## config.mk

```make
export PLATFORM = sky130hd
export DESIGN_NAME = fsk_demod
export DESIGN_NICKNAME = d
export VERILOG_FILES = /design/src/rtl/fsk_demod.sv
export SDC_FILE = /design/constraint.sdc
export NUM_CORES = 1
export LEC_CHECK = 0
export ABC_CLOCK_PERIOD_IN_PS = 6950
export BUFFER_PORTS_ARGS = -buffer_cell sky130_fd_sc_hd__buf_2
export CAP_MARGIN = 20
export CORE_UTILIZATION = 60
export CTS_BUF_LIST = sky130_fd_sc_hd__clkbuf_4 sky130_fd_sc_hd__clkbuf_8 sky130_fd_sc_hd__clkbuf_16
export CTS_CLUSTER_SIZE = 20
export DETAILED_ROUTE_END_ITERATION = 10
export PLACE_DENSITY = 0.85
export SLEW_MARGIN = 5
export SYNTH_ARGS = -nofsm -noshare
export SYNTH_HDL_FRONTEND = slang
export SYNTH_SLANG_ARGS = --single-unit
```

## constraint.sdc

```tcl
create_clock -name mainclk -period 6.95 [get_ports mainclk]
set_input_delay 0.695 -clock mainclk [delete_from_list [all_inputs] [get_ports mainclk]]
set_output_delay 0.695 -clock mainclk [all_outputs]
set_load 0.1 [all_outputs]
```

## src/rtl/fsk_demod.sv

```systemverilog
// rtl/fsk_demod.sv - FSK half-period demodulator with lock acquisition and majority-voted bit windows
module fsk_demod #(
    parameter int MARK_HALF  = 288,
    parameter int SPACE_HALF = 384,
    parameter int TOL        = 24,
    parameter int BIT_CYCLES = 6912,
    parameter int ACQ_COUNT  = 4,
    parameter int IDLE_LIMIT = 1024
) (
    input  logic mainclk,
    input  logic reset,
    input  logic fsk_in,
    output logic bit_out,
    output logic bit_valid,
    output logic locked,
    output logic tone_err
);

    typedef enum logic [1:0] {IDLE, ACQUIRE, TRACK} state_t;

    localparam logic [10:0] MARK_LO  = 11'(MARK_HALF - TOL);
    localparam logic [10:0] MARK_HI  = 11'(MARK_HALF + TOL);
    localparam logic [10:0] SPACE_LO = 11'(SPACE_HALF - TOL);
    localparam logic [10:0] SPACE_HI = 11'(SPACE_HALF + TOL);
    localparam logic [9:0]  HALF_MAX = 10'(IDLE_LIMIT - 1);
    localparam logic [12:0] WIN_LAST = 13'(BIT_CYCLES - 1);
    localparam logic [2:0]  ACQ_N    = 3'(ACQ_COUNT);

    state_t      state;
    logic        s1, s2, s3;
    logic [9:0]  halfcnt;
    logic [2:0]  acq_cnt;
    logic        prev_mark;
    logic [12:0] bitcnt;
    logic [5:0]  mark_cnt, space_cnt;

    logic        edge_det, is_mark, is_space, timeout, win_end;
    logic        mark_add, space_add;
    logic [10:0] len;
    logic [2:0]  acq_next;

    assign edge_det  = s2 ^ s3;
    assign len       = {1'b0, halfcnt} + 11'd1;
    assign is_mark   = (len >= MARK_LO) && (len <= MARK_HI);
    assign is_space  = (len >= SPACE_LO) && (len <= SPACE_HI);
    // halfcnt parks at IDLE_LIMIT-1, i.e. a measured length of IDLE_LIMIT
    assign timeout   = (halfcnt == HALF_MAX) && !edge_det;
    assign win_end   = (bitcnt == WIN_LAST);
    assign mark_add  = edge_det && is_mark;
    assign space_add = edge_det && is_space;

    always_comb begin
        acq_next = 3'd0;
        if (is_mark || is_space)
            acq_next = (acq_cnt != 3'd0 && is_mark == prev_mark) ? acq_cnt + 3'd1 : 3'd1;
    end

    always_ff @(posedge mainclk or negedge reset) begin
        if (!reset) begin
            state     <= IDLE;
            s1        <= 1'b0;
            s2        <= 1'b0;
            s3        <= 1'b0;
            halfcnt   <= '0;
            acq_cnt   <= '0;
            prev_mark <= 1'b0;
            bitcnt    <= '0;
            mark_cnt  <= '0;
            space_cnt <= '0;
            bit_out   <= 1'b0;
            bit_valid <= 1'b0;
            locked    <= 1'b0;
            tone_err  <= 1'b0;
        end else begin
            s1 <= fsk_in;
            s2 <= s1;
            s3 <= s2;
            if (edge_det)
                halfcnt <= '0;
            else if (halfcnt != HALF_MAX)
                halfcnt <= halfcnt + 10'd1;
            bit_valid <= 1'b0;
            tone_err  <= 1'b0;
            case (state)
                IDLE: begin
                    if (edge_det) begin
                        acq_cnt <= '0;
                        state   <= ACQUIRE;
                    end
                end
                ACQUIRE: begin
                    if (timeout) begin
                        state <= IDLE;
                    end else if (edge_det) begin
                        acq_cnt   <= acq_next;
                        prev_mark <= is_mark;
                        if (acq_next == ACQ_N) begin
                            state     <= TRACK;
                            locked    <= 1'b1;
                            bitcnt    <= '0;
                            mark_cnt  <= '0;
                            space_cnt <= '0;
                        end
                    end
                end
                TRACK: begin
                    if (timeout) begin
                        state  <= IDLE;
                        locked <= 1'b0;
                    end else begin
                        bitcnt   <= win_end ? 13'd0 : bitcnt + 13'd1;
                        tone_err <= edge_det && !is_mark && !is_space;
                        if (win_end) begin
                            bit_valid <= 1'b1;
                            if (mark_cnt > space_cnt)
                                bit_out <= 1'b1;
                            else if (space_cnt > mark_cnt)
                                bit_out <= 1'b0;
                            // an edge landing on the window boundary opens the next tally
                            mark_cnt  <= {5'd0, mark_add};
                            space_cnt <= {5'd0, space_add};
                        end else begin
                            if (mark_add && mark_cnt != 6'h3f)
                                mark_cnt <= mark_cnt + 6'd1;
                            if (space_add && space_cnt != 6'h3f)
                                space_cnt <= space_cnt + 6'd1;
                        end
                    end
                end
                default: state <= IDLE;
            endcase
        end
    end

endmodule

```

-- Word-level counts from Yosys, hierarchy flattened
Cells that the tools add are included.
- output and inout port bits: 4
- register bits: 48
- input port bits: 3
- word-level logic and storage cells: 118
- reduce and logical (&&, ||, !) cells: 28
- muxes and demuxes: 43
- $add $sub $neg: 6
- equality and inequality tests: 19
- magnitude comparators: 6
- bitwise operators: 2
- operators by type and width (cell ; count):
    $mux 13 ; 5
    $mux 6 ; 9
    $pmux 13 s2 ; 1
    $pmux 6 s2 ; 2
    $ge 11x9->1 const B ; 2
    $le 11x9->1 const B ; 2
    $mux 10 ; 2
    $mux 3 ; 5
    $add 13x1->13 const B ; 1
    $eq 13x13->1 const B ; 1
    $add 6x1->6 const B ; 2
    $gt 6x6->1 ; 2
    $ne 2x2->1 const B ; 6
    $ne 3x3->1 const B ; 4
    $ne 6x6->1 const B ; 2
    $reduce_and 4->1 ; 3
    $reduce_and 6->1 ; 2
    $add 10x1->11 const B ; 1
    $mux 1 ; 11
    $add 10x1->10 const B ; 1
    $eq 10x10->1 const B ; 1
    $logic_and 1x1->1 ; 10
    $mux 2 ; 5
    $ne 10x10->1 const B ; 1
    other kinds (17) ; 23

-- Longest topological paths before layout
Gate-level depths: netlist of run 1.
- word-level depth: 12
- gate-level depth with buffers: 11
- gate-level depth less buffers: 10

-- Worst setup path before layout of run 1
No wires, ideal clock.
- kind: reg2reg
- from: reg halfcnt[0]
- to: reg mark_cnt[3]
- clock period less this slack: 2.566 ns
- stages on the path, launching flop included: 11
- slack: 4.384 ns
- required time: 6.869 ns
- arrival time: 2.485 ns
- library setup time: 0.081 ns
- path buffers: 0
- cells stage by stage: dfrtp_1 -> ha_1 -> ha_1 -> nor4bb_1 -> mux2_4 -> or4b_4 -> nor4_4 -> a32o_2 -> nand2_1 -> mux2_4 -> o22ai_2
- cells in the longest elaborated chain, start to end: 10
- elaborated cells between the ends (all ways): 22
- those cells by class: add/sub (1); order compare (4); eq/ne (7); mux (2); reduce/logical (8)
- RTL lines (what ; line ; text):
    start: declaration ; 31 ; logic [9:0] halfcnt;
    start signal: assignment ; 81 ; halfcnt <= halfcnt + 10'd1;
    $add 10x1->11 ; 43 ; assign len = {1'b0, halfcnt} + 11'd1;
    $ge 11x9->1 or $le 11x9->1 (tied branches) ; 44 ; assign is_mark = (len >= MARK_LO) && (len <= MARK_HI);
    $logic_and 1x1->1 ; 44 ;
    $eq 1x1->1 ; 55 ; acq_next = (acq_cnt != 3'd0 && is_mark == prev_mark) ? acq_cnt + 3'd1 : 3'd1;
    $logic_and 1x1->1 ; 55 ;
    $mux 3 ; 55 ;
    $mux 3 ; 54 ; if (is_mark || is_space)
    $eq 3x3->1 ; 97 ; if (acq_next == ACQ_N) begin
    $ne 2x2->1 (no line) ; - ;
    $reduce_and 6->1 (no line) * ; - ;
    end signal: assignment ; 120 ; mark_cnt <= {5'd0, mark_add};
    end signal: assignment ; 124 ; mark_cnt <= mark_cnt + 6'd1;
    end: declaration ; 35 ; logic [5:0] mark_cnt, space_cnt;
Mark *: on every way between the ends. The rest lies on a longest branch, timed or not.
A chain may end at the register's enable or synchronous reset.

-- Worst setup path after layout of run 1
- from: reg halfcnt[0]
- to: reg mark_cnt[4]
Same word-level chain as after synthesis.

==> flow_metrics.env, run 1 <==
export IMPL_yosys_mux_area_fraction_pct=2.30
export IMPL_setup_ws_ps=3360
export IMPL_gp_congestion=0.887
export IMPL_synthToLayoutAreaGrowth_pct=5.16
export IMPL_synthAdderAreaFrac_pct=5.24
export IMPL_grt_pass1_wl_um=11100
export IMPL_overflow=0
export IMPL_required_ps=7120
export IMPL_wl_um=6500
export IMPL_vias=2679
export IMPL_ctsRootBufferMaster="clkbuf_8"
export IMPL_avgViaCountPerCell=6.38
export IMPL_syn_inst=355
export IMPL_fin_crit_ps=3590
export IMPL_grt_usage_pct=26.3
export IMPL_synthTopCellsByArea="dfrtp_1 (39%), ha_1 (5.2%), nand2_1 (4.8%)"
export IMPL_htreeDepth=2
export IMPL_cap_viol_max_count=0
export IMPL_dp_slack_ps=3480
export IMPL_power_uw=527
export IMPL_core_area_um2=4850
export IMPL_grt_antenna_before_repair=0
export IMPL_syn_area_um2=3100
export IMPL_hold_viol=0
export IMPL_initial_core_util_pct=64.0
export IMPL_std_cell_rows=25
export IMPL_synth_top_cell_area_share_pct=38.7
export IMPL_grt_setup_unrepaired="false"
export IMPL_hpwl_um=4470
export IMPL_synth_fp_nets=371
export IMPL_clk_pin_slew_ps=90
export IMPL_grt_max_degree=49
export IMPL_drv_slew=0
export IMPL_netlist_cell_type_count=63
export IMPL_cp_start_kind="register"
export IMPL_die_width_um=73.9
export IMPL_period_share_pct=51.7
export IMPL_max_freq_ghz=0.278
export IMPL_yosys_area_share_simple_pct=27.7
export IMPL_synth_edf_count=0
export IMPL_route_detailed_drc=0
export IMPL_synth_top_family_by_area="simple AND/OR/NAND/NOR gates"
export IMPL_tns_ps=0
export IMPL_wire_per_inst_um=15.5
export IMPL_holdBufCountCts=0
export IMPL_nets=368
export IMPL_io_pins=7
export IMPL_dieArea_um2=5460
export IMPL_drt_iter0_drc=254
export IMPL_ys_warnings_count=0
export IMPL_clock_latency_ps=310
export IMPL_min_path_type="primary input to asynchronous set/reset pin"
export IMPL_status="complete, no violations"
export IMPL_cp_max_fo=16
export IMPL_grt_pass1_vias=2425
export IMPL_cts_resized=0
export IMPL_worstMarginPinSlew_ps=784
export IMPL_ir_drop_uv=133
export IMPL_ys_seq_area_share_pct=38.7
export IMPL_cts_tree="done"
export IMPL_antenna_cells=0
export IMPL_skew_ps=18.9
export IMPL_powerDensity_nw_per_um2=161
export IMPL_synth_async_reset_ratio_pct=100
export IMPL_endpoint_kind="register"
export IMPL_slew_headroom_pct=47.6
export IMPL_synth_area_leader_cell="dfrtp_1"
export IMPL_dr_pass1_iters=5
export IMPL_dieHeight_um=73.9
export IMPL_critPathArrivalTime_ps=3760
export IMPL_synth_compound_area_share_pct=18.2
export IMPL_drive_gt1_share_pct=9.63
export IMPL_fillers=367
export IMPL_synth_xor_xnor_area_share_pct=1.98
export IMPL_cts_buffer_depth=2
export IMPL_synthFlopType="dfrtp_1"
export IMPL_ys_ff_latch=48
export IMPL_syn_area_per_cell_um2=8.74
export IMPL_cts_setup_buffers=0
export IMPL_clock_sinks=48
export IMPL_p_leak_nw=1.42
export IMPL_setup_viol=0
export IMPL_critPathKind="register to register"
export IMPL_detail_route_antenna_nets=0
export IMPL_cts_buffers=5
export IMPL_port_buffers=6
-- layout make-up --
class                      count  area [um^2]  area share [%]
sequential                    48         1200            36.8
clock inverter                 3         47.5            1.46
tap                           67         83.8            2.57
timing repair buffer           9         65.1            1.99
multi-input combinational    268         1720            52.8
clock buffer                   5         68.8            2.11
inverter                      20         75.1            2.30
-- layout by cell type, fill, tap and decap left out, types with 3 or more instances in the layout --
| cell | count |
|---|---|
| and3_1 | 8 |
| buf_2 | 6 |
| inv_1 | 20 |
| nand2b_1 | 3 |
| clkbuf_8 | 5 |
| a31oi_1 | 15 |
| o21a_1 | 4 |
| a21oi_1 | 19 |
| nand4_1 | 6 |
| nor3_1 | 18 |
| nand3_1 | 27 |
| nand2_1 | 40 |
| nor3b_1 | 5 |
| a311oi_1 | 3 |
| nor2b_1 | 5 |
| o21ai_0 | 14 |
| xnor2_1 | 4 |
| and2_1 | 4 |
| ha_1 | 13 |
| or3_1 | 8 |
| o22a_1 | 4 |
| or2_2 | 3 |
| mux2i_1 | 3 |
| xor2_1 | 3 |
| nor2_1 | 17 |
| dfrtp_1 | 48 |
-- flip-flops by register name, indices dropped and copies added, names as in the netlist --
signal,cells
bitcnt,13
halfcnt,10
mark_cnt,6
space_cnt,6
acq_cnt,3
state,2
bit_out,1
bit_valid,1
locked,1
prev_mark,1
s1,1
s2,1
s3,1
tone_err,1
-- per-stage QoR --
| stage | instance area [um^2] | util [%] | hold WS, ps | std cells |
|---|---|---|---|---|
| finish | 3260 | 67.3 | 248 | 420 |
| global route | 3260 | 67.3 | 240 | 420 |
| CTS | 3240 | 66.9 | 359 | 419 |
| detailed placement | 3130 | 64.5 | 340 | 411 |
| global placement | 3130 | 64.5 | 336 | 411 |
| floorplan | 3100 | - | 331 | 355 |
-- final timing paths --
check	slack [ps]	endpoint	startpoint	cells past startpoint
worst max-delay path	3360	mark_cnt[4]$_DFFE_PN0P_	halfcnt[0]$_DFFE_PN0N_	9
worst min-delay path	250	halfcnt[7]$_DFFE_PN0N_	reset	1
worst max register to register	3360	mark_cnt[4]$_DFFE_PN0P_	halfcnt[0]$_DFFE_PN0N_	9
worst min register to register	360	s2$_DFF_PN0_	s1$_DFF_PN0_	0
max in group asynchronous	6210	s3$_DFF_PN0_	reset	2
min in group mainclk	360	s2$_DFF_PN0_	s1$_DFF_PN0_	0
-- power breakdown --
group | switching (mW) | internal [mW]
clock | 0.0985 | 0.108
sequential | 0.00871 | 0.283
combinational | 0.0181 | 0.0104
total | 0.125 | 0.402
-- metal layers --
layer,vias up,GRT usage (%),share of wire (%)
li1,1294,-,-
met1,1263,37.6,47
met2,110,40.1,45
met3,12,4.39,6.2
met4,0,10.0,1.6
met5,-,0,0
-- kinds of logic after synthesis --
logic type,Yosys count
muxes,6
xor gates and xnor gates,7
AOI/OAI and AO/OA,83
and+or+nand+nor,159
DFF,48
buffers and inverters,39
adders and majority gates,13
-- worst max-delay path, cell delays in order, from the launching register on --
cell	delay (ps)
dfrtp_1	540
ha_1	430
ha_1	290
nor4bb_1	80
mux2_4	270
or4b_4	540
o31ai_1	390
o211ai_2	440
a21boi_2	360
o22ai_1	120
-- Yosys cell counts (8+ instances only) --
cell and n:
a21oi_1 19, a31oi_1 15, and3_1 8, clkbuf_1 9
dfrtp_1 48, ha_1 13, inv_1 20, nand2_1 40
nand3_1 27, nor2_1 17, nor3_1 18, o21ai_0 14
or3_1 8
No activity file was read; power rests on OpenSTA's default activity.
==> run 2: changes to the inputs <==
--- a/config.mk
+++ b/config.mk
@@ -5,14 +5,14 @@
 export SDC_FILE = /design/constraint.sdc
 export NUM_CORES = 1
 export LEC_CHECK = 0
-export ABC_CLOCK_PERIOD_IN_PS = 6950
+export ABC_CLOCK_PERIOD_IN_PS = 3300
 export BUFFER_PORTS_ARGS = -buffer_cell sky130_fd_sc_hd__buf_2
 export CAP_MARGIN = 20
-export CORE_UTILIZATION = 60
+export CORE_UTILIZATION = 57
 export CTS_BUF_LIST = sky130_fd_sc_hd__clkbuf_4 sky130_fd_sc_hd__clkbuf_8 sky130_fd_sc_hd__clkbuf_16
 export CTS_CLUSTER_SIZE = 20
 export DETAILED_ROUTE_END_ITERATION = 10
-export PLACE_DENSITY = 0.85
+export PLACE_DENSITY = 0.84
 export SLEW_MARGIN = 5
 export SYNTH_ARGS = -nofsm -noshare
 export SYNTH_HDL_FRONTEND = slang
==> constraint.sdc (replaced) <==
create_clock -name mainclk -period 3.3 [get_ports mainclk]
set_input_delay 0.33 -clock mainclk [delete_from_list [all_inputs] [get_ports mainclk]]
set_output_delay 0.33 -clock mainclk [all_outputs]
set_load 0.1 [all_outputs]
==> run 2 against run 1 <==
  * Worst setup slack worse by 3200 ps
  * Combinational power grew to 2.7 times the previous value
  * Via count is 2.0% lower
  * Sequential power rose by 110%
  * First-iteration DRC count shrank 23%
  * Utilization is 3.4 points lower
  * Largest cell class unchanged
  * Routed wire length is 0.25% lower
  * Clock skew down 8.0 ps
  * Sequential share of layout area shrank 0.46 points
  * Largest power group unchanged
==> flow_metrics.env, run 2 (synthesis results as in run 1) <==
export IMPL_grt_pass1_vias=2349
export IMPL_fillers=444
export IMPL_largest_reg_flops=13
export IMPL_layout_common_cells="dfrtp_1 (48), nand2_1 (40), nand3_1 (27)"
export IMPL_grt_usage_pct=24.6
export IMPL_required_ps=3470
export IMPL_cts_tree="done"
export IMPL_seqCellArea_um2=1200
export IMPL_p_sw_share_pct=22.7
export IMPL_power_mw=1.11
export IMPL_clk_pin_slew_ps=80
export IMPL_ctsRootBufferMaster="clkbuf_8"
export IMPL_cp_start_kind="register"
export IMPL_regMostFlops="bitcnt"
export IMPL_port_buffers=6
export IMPL_htreeDepth=2
export IMPL_status="complete, no violations"
export IMPL_vias=2626
export IMPL_io_pins=7
export IMPL_nets=375
export IMPL_gp_congestion=0.929
export IMPL_endpoint_kind="register"
export IMPL_min_path_type="primary input to register"
export IMPL_core_area_um2=5170
export IMPL_period_share_pct=95.1
export IMPL_skew_ps=10.9
export IMPL_clock_latency_ps=300
export IMPL_multiInputGateArea_um2=1720
export IMPL_hold_viol=0
export IMPL_fin_crit_ps=3140
export IMPL_grt_antenna_before_repair=0
export IMPL_clock_sinks=48
export IMPL_cp_max_fo=16
export IMPL_cts_buffers=5
export IMPL_overflow=0
export IMPL_dieArea_um2=5740
export IMPL_wire_per_inst_um=15.1
export IMPL_wl_um=6480
export IMPL_max_freq_ghz=0.319
export IMPL_detail_route_antenna_nets=0
export IMPL_pwr_share_seq_pct=54.6
export IMPL_drt_iter0_drc=196
export IMPL_powerDensity_nw_per_um2=335
export IMPL_p_int_uw=855
export IMPL_critPathKind="register to register"
export IMPL_initial_core_util_pct=60.0
export IMPL_dieHeight_um=75.8
export IMPL_worstMarginPinSlew_ps=798
export IMPL_power_switching_uw=251
export IMPL_p_clk_share_pct=38.5
export IMPL_critPathArrivalTime_ps=3310
export IMPL_cts_buffer_depth=2
export IMPL_die_width_um=75.8
export IMPL_setup_viol=0
export IMPL_ir_drop_uv=307
export IMPL_cap_viol_max_count=0
export IMPL_hpwl_um=4680
export IMPL_std_cell_rows=26
export IMPL_dr_pass1_iters=4
export IMPL_drv_slew=0
export IMPL_largestRegisters="bitcnt (13), halfcnt (10)"
export IMPL_final_common_cell="dfrtp_1"
export IMPL_synthToLayoutAreaGrowth_pct=6.49
export IMPL_tns_ps=0
export IMPL_avgViaCountPerCell=6.11
export IMPL_p_comb_share_pct=6.9
export IMPL_grt_max_degree=30
export IMPL_r2r_setup_slack_ps=160
export IMPL_drive_gt1_share_pct=11.1
export IMPL_slew_headroom_pct=46.6
export IMPL_p_leak_nw=1.45
export IMPL_antenna_cells=0
export IMPL_route_detailed_drc=0
export IMPL_grt_setup_unrepaired="false"
export IMPL_cts_resized=0
export IMPL_grt_pass1_wl_um=10800
## run 2: cell types whose count changed in the layout (fill, tap and decap cells not counted), sizes merged
cell | before | now
buf | 9 | 15
dlygate4sd3 | 0 | 1
clkinv | 2 | 1
clkbuf | 5 | 6
## run 2: worst max-delay path, cell delays in order, from the launching register on
cell	delay (ps)
dfrtp_1	560
ha_1	290
nor4bb_1	80
mux2_4	280
or4b_4	550
o31ai_1	340
o211ai_2	430
a21boi_2	360
o22ai_1	120
## run 2: power groups by stage
| stage | registers, mW | clock network [mW] | logic (mW) |
|---|---|---|---|
| 2_1_floorplan | 0.612 | 0 | 0.0578 |
| 3_3_place_gp | 0.615 | 0 | 0.0742 |
| 3_5_place_dp | 0.616 | 0 | 0.0763 |
| 4_1_cts | 0.604 | 0.431 | 0.0771 |
| 5_1_grt | 0.605 | 0.449 | 0.0861 |
| 6_report | 0.604 | 0.426 | 0.0762 |
## run 2: path summary, 6_finish.rpt
| kind | to | cells after the start | startpoint |
|---|---|---|---|
| setup / recovery | mark_cnt[4]$_DFFE_PN0P_ | 8 | halfcnt[2]$_DFFE_PN0N_ |
| hold / removal | s1$_DFF_PN0_ | 1 | fsk_in |
| setup reg to reg | mark_cnt[4]$_DFFE_PN0P_ | 8 | halfcnt[2]$_DFFE_PN0N_ |
| hold reg to reg | s2$_DFF_PN0_ | 0 | s1$_DFF_PN0_ |
| max in group asynchronous | mark_cnt[1]$_DFFE_PN0P_ | 3 | reset |
| min in group asynchronous | bitcnt[5]$_DFFE_PN0P_ | 2 | reset |
## run 2: stage by stage
step                      worst slack (ps)  hold slack, ps  cells  util (%)  area, um^2
after floorplan                        734            34.4    355         -        3100
after global placement                 343             304    421      61.5        3180
after detailed placement               256             307    421      61.5        3180
after CTS                              221             132    430      63.9        3300
after global routing                  39.3             126    430      63.9        3300
final                                  162             135    430      63.9        3300
## run 2: repair_timing
action,4_1_cts,5_1_grt
hold endpoints to repair,19,0
buffers inserted,0,0
hold buffers,1,0
## run 2: area by class of cell
class / instances / area share [%]
clock buffer: 6 / 2.31
clock inverter: 2 / 1.06
inverter: 20 / 2.27
multi-input combinational: 268 / 52.1
sequential: 48 / 36.3
tap: 70 / 2.65
timing repair buffer: 16 / 3.26
## run 2: layer usage
layer / GRT usage (%) / wire length [um] / vias up
li1: - / - / 1302
met1: 35.8 / 3160 / 1253
met2: 37.6 / 3010 / 62
met3: 4.37 / 241 / 9
met4: 6.38 / 72 / 0
met5: 0 / 0 / -
==> run 3: changes to the inputs <==
--- a/config.mk
+++ b/config.mk
@@ -5,14 +5,15 @@
 export SDC_FILE = /design/constraint.sdc
 export NUM_CORES = 1
 export LEC_CHECK = 0
+export ABC_AREA = 1
 export ABC_CLOCK_PERIOD_IN_PS = 3300
 export BUFFER_PORTS_ARGS = -buffer_cell sky130_fd_sc_hd__buf_2
 export CAP_MARGIN = 20
-export CORE_UTILIZATION = 57
+export CORE_UTILIZATION = 56
 export CTS_BUF_LIST = sky130_fd_sc_hd__clkbuf_4 sky130_fd_sc_hd__clkbuf_8 sky130_fd_sc_hd__clkbuf_16
 export CTS_CLUSTER_SIZE = 20
 export DETAILED_ROUTE_END_ITERATION = 10
-export PLACE_DENSITY = 0.84
+export PLACE_DENSITY = 0.83
 export SLEW_MARGIN = 5
 export SYNTH_ARGS = -nofsm -noshare
 export SYNTH_HDL_FRONTEND = slang
==> run 3 against run 2 <==
  * Worst setup slack improved by 580 ps
  * Sequential cell count unchanged
  * Clock skew decreased by 3.1 ps
  * Sequential power increased by 1%
  * Synthesized cell count increased by 7.6%
  * Clock power decreased by 13%
  * Routed wire length decreased by 9.6%
  * Critical path type unchanged
==> flow_metrics.env, run 3 <==
export IMPL_powerDensity_nw_per_um2=337
export IMPL_skew_ps=7.78
export IMPL_crit_top_cell="nand3_2"
export IMPL_largestRegisters="bitcnt (13), halfcnt (10)"
export IMPL_layout_common_cells="nand2_1 (103), dfrtp_1 (48), inv_1 (44)"
export IMPL_vias=2517
export IMPL_endpoint_kind="register"
export IMPL_dieHeight_um=74.2
export IMPL_dr_pass1_iters=5
export IMPL_min_path_type="primary input to register"
export IMPL_syn_area_um2=2920
export IMPL_placed_area_um2=2980
export IMPL_p_sw_share_pct=23.1
export IMPL_regMostFlops="bitcnt"
export IMPL_tns_ps=0
export IMPL_path_buf_inv=0
export IMPL_core_area_um2=4880
export IMPL_worst_path_dominant_cell_family="simple AND/OR/NAND/NOR gates"
export IMPL_fin_crit_ps=2560
export IMPL_cts_buffer_depth=2
export IMPL_slowest_delay_ps=430
export IMPL_grt_antenna_before_repair=0
export IMPL_cts_buffers=5
export IMPL_required_ps=3490
export IMPL_drt_iter0_drc=208
export IMPL_synth_fp_nets=398
export IMPL_std_cell_rows=25
export IMPL_synth_async_reset_ratio_pct=100
export IMPL_dp_slack_ps=809
export IMPL_synth_edf_count=0
export IMPL_clk_pin_slew_ps=80
export IMPL_cts_resized=0
export IMPL_ys_top_cells_by_count="nand2_1 (103), dfrtp_1 (48), inv_1 (44)"
export IMPL_final_common_cell="nand2_1"
export IMPL_p_clk_share_pct=35.3
export IMPL_pwr_share_seq_pct=58.3
export IMPL_gp_congestion=0.915
export IMPL_hpwl_um=4410
export IMPL_cp_start_kind="register"
export IMPL_grt_max_degree=49
export IMPL_ctsRootBufferMaster="clkbuf_8"
export IMPL_slew_headroom_pct=67.3
export IMPL_htreeDepth=2
export IMPL_netlist_cell_type_count=30
export IMPL_clock_latency_ps=300
export IMPL_wire_per_inst_um=12.7
export IMPL_cts_tree="done"
export IMPL_synth_top_cell_area_share_pct=41.1
export IMPL_ir_drop_uv=309
export IMPL_setup_viol=0
export IMPL_nets=408
export IMPL_ys_warnings_count=0
export IMPL_ys_seq_area_share_pct=41.1
export IMPL_synth_area_leader_cell="dfrtp_1"
export IMPL_max_freq_ghz=0.391
export IMPL_clock_sinks=48
export IMPL_p_int_uw=806
export IMPL_grt_usage_pct=24.5
export IMPL_yosys_cell_count_top_type="nand2_1"
export IMPL_ys_ff_latch=48
export IMPL_worstPathCellList="ha_1, nand3_2, nor2_4, nand3_2, nand3_1, nor2_2, nand3_1, nand3_2, nor2_4, nand3_4, nand2_8, nand2_2, nand2_1, nand2_1"
export IMPL_drive_gt1_share_pct=9.41
export IMPL_critPathKind="register to register"
export IMPL_grt_pass1_vias=2375
export IMPL_overflow=0
export IMPL_die_width_um=74.2
export IMPL_dieArea_um2=5510
export IMPL_largest_reg_flops=13
export IMPL_critPathArrivalTime_ps=2750
export IMPL_synthTopCellsByArea="dfrtp_1 (41%), nand2_1 (13%), nand3_1 (6.0%)"
export IMPL_setup_ws_ps=742
export IMPL_power_switching_uw=243
export IMPL_syn_inst=382
export IMPL_io_pins=7
export IMPL_hold_viol=0
export IMPL_port_buffers=6
export IMPL_antenna_cells=0
export IMPL_syn_area_per_cell_um2=7.64
export IMPL_power_mw=1.05
export IMPL_grt_pass1_wl_um=10300
export IMPL_worstMarginPinSlew_ps=487
export IMPL_drv_slew=0
export IMPL_wl_um=5860
export IMPL_p_leak_nw=1.38
export IMPL_initial_core_util_pct=59.8
export IMPL_p_comb_share_pct=6.4
export IMPL_avgViaCountPerCell=5.47
export IMPL_synthToLayoutAreaGrowth_pct=6.60
export IMPL_status="complete, no violations"
export IMPL_cp_slowest_cell="dfrtp_1"
export IMPL_cap_viol_max_count=0
export IMPL_route_detailed_drc=0
export IMPL_final_cell_area_um2=3110
export IMPL_cp_max_fo=34
export IMPL_detail_route_antenna_nets=0
export IMPL_grt_setup_unrepaired="false"
export IMPL_period_share_pct=77.5
export IMPL_synthFlopType="dfrtp_1"
export IMPL_hold_slack_ps=140
## run 3: cell types whose count changed after synthesis, sizes merged, moves of 11 or more
| cell | before | now |
|---|---|---|
| a31oi | 15 | 4 |
| nand3 | 28 | 40 |
| inv | 20 | 45 |
| nor3 | 18 | 7 |
| nand2 | 40 | 111 |
| nor2 | 17 | 42 |
## run 3: cells by family (layout without fill, tap and decap cells)
logic type / after synthesis / after routing / share of synthesized area, %
AND/OR/NAND/NOR: 211 / 211 / 33.7
buffers and inverters: 52 / 63 / 7.72
flip-flops: 48 / 48 / 41.1
XOR/XNOR: 10 / 10 / 3.00
AO/OA/AOI/OAI: 48 / 48 / 8.83
adder cells (fa/ha/maj): 13 / 13 / 5.57
## run 3: per-layer routing
metal	track usage (%)	part of all wire, %	vias up
li1	-	-	1266
met5	0	0	-
met1	31.5	46	1179
met4	9.62	1.3	0
met2	41.0	49	64
met3	4.61	4.1	8
## run 3: cell type report
| type | count | area [um^2] |
|---|---|---|
| fill | 410 | 1770 |
| multi-input combinational | 282 | 1490 |
| sequential | 48 | 1200 |
| inverter | 47 | 176 |
| clock buffer | 8 | 97.6 |
| tap | 67 | 83.8 |
| timing repair buffer | 8 | 60.1 |
## run 3: power by group through the flow
stage / Combinational (mW) / Clock [mW] / Sequential (mW)
4_1_cts: 0.0650 / 0.383 / 0.611
5_1_grt: 0.0796 / 0.408 / 0.613
3_3_place_gp: 0.0624 / 0 / 0.621
2_1_floorplan: 0.0419 / 0 / 0.620
6_report: 0.0671 / 0.371 / 0.611
3_5_place_dp: 0.0645 / 0 / 0.623
## run 3: path summary, 6_finish.rpt
path,from,to,slack (ps),cells past startpoint
setup / recovery,halfcnt[1]$_DFFE_PN0N_,space_cnt[0]$_DFFE_PN0P_,740,14
hold / removal,fsk_in,s1$_DFF_PN0_,140,1
setup reg to reg,halfcnt[1]$_DFFE_PN0N_,space_cnt[0]$_DFFE_PN0P_,740,14
hold reg to reg,s1$_DFF_PN0_,s2$_DFF_PN0_,350,0
max in group asynchronous,reset,space_cnt[0]$_DFFE_PN0P_,2370,3
min in group asynchronous,reset,bitcnt[6]$_DFFE_PN0P_,450,2
## run 3: stage by stage
step,std cells,util [%]
finish,460,63.8
global route,460,63.8
CTS,458,63.2
detailed placement,450,61.2
global placement,450,61.2
floorplan,382,-
## run 3: what timing repair did
item,4_1_cts,5_1_grt
hold buffers,0,1
setup buffers,0,0
hold endpoints to repair,0,12
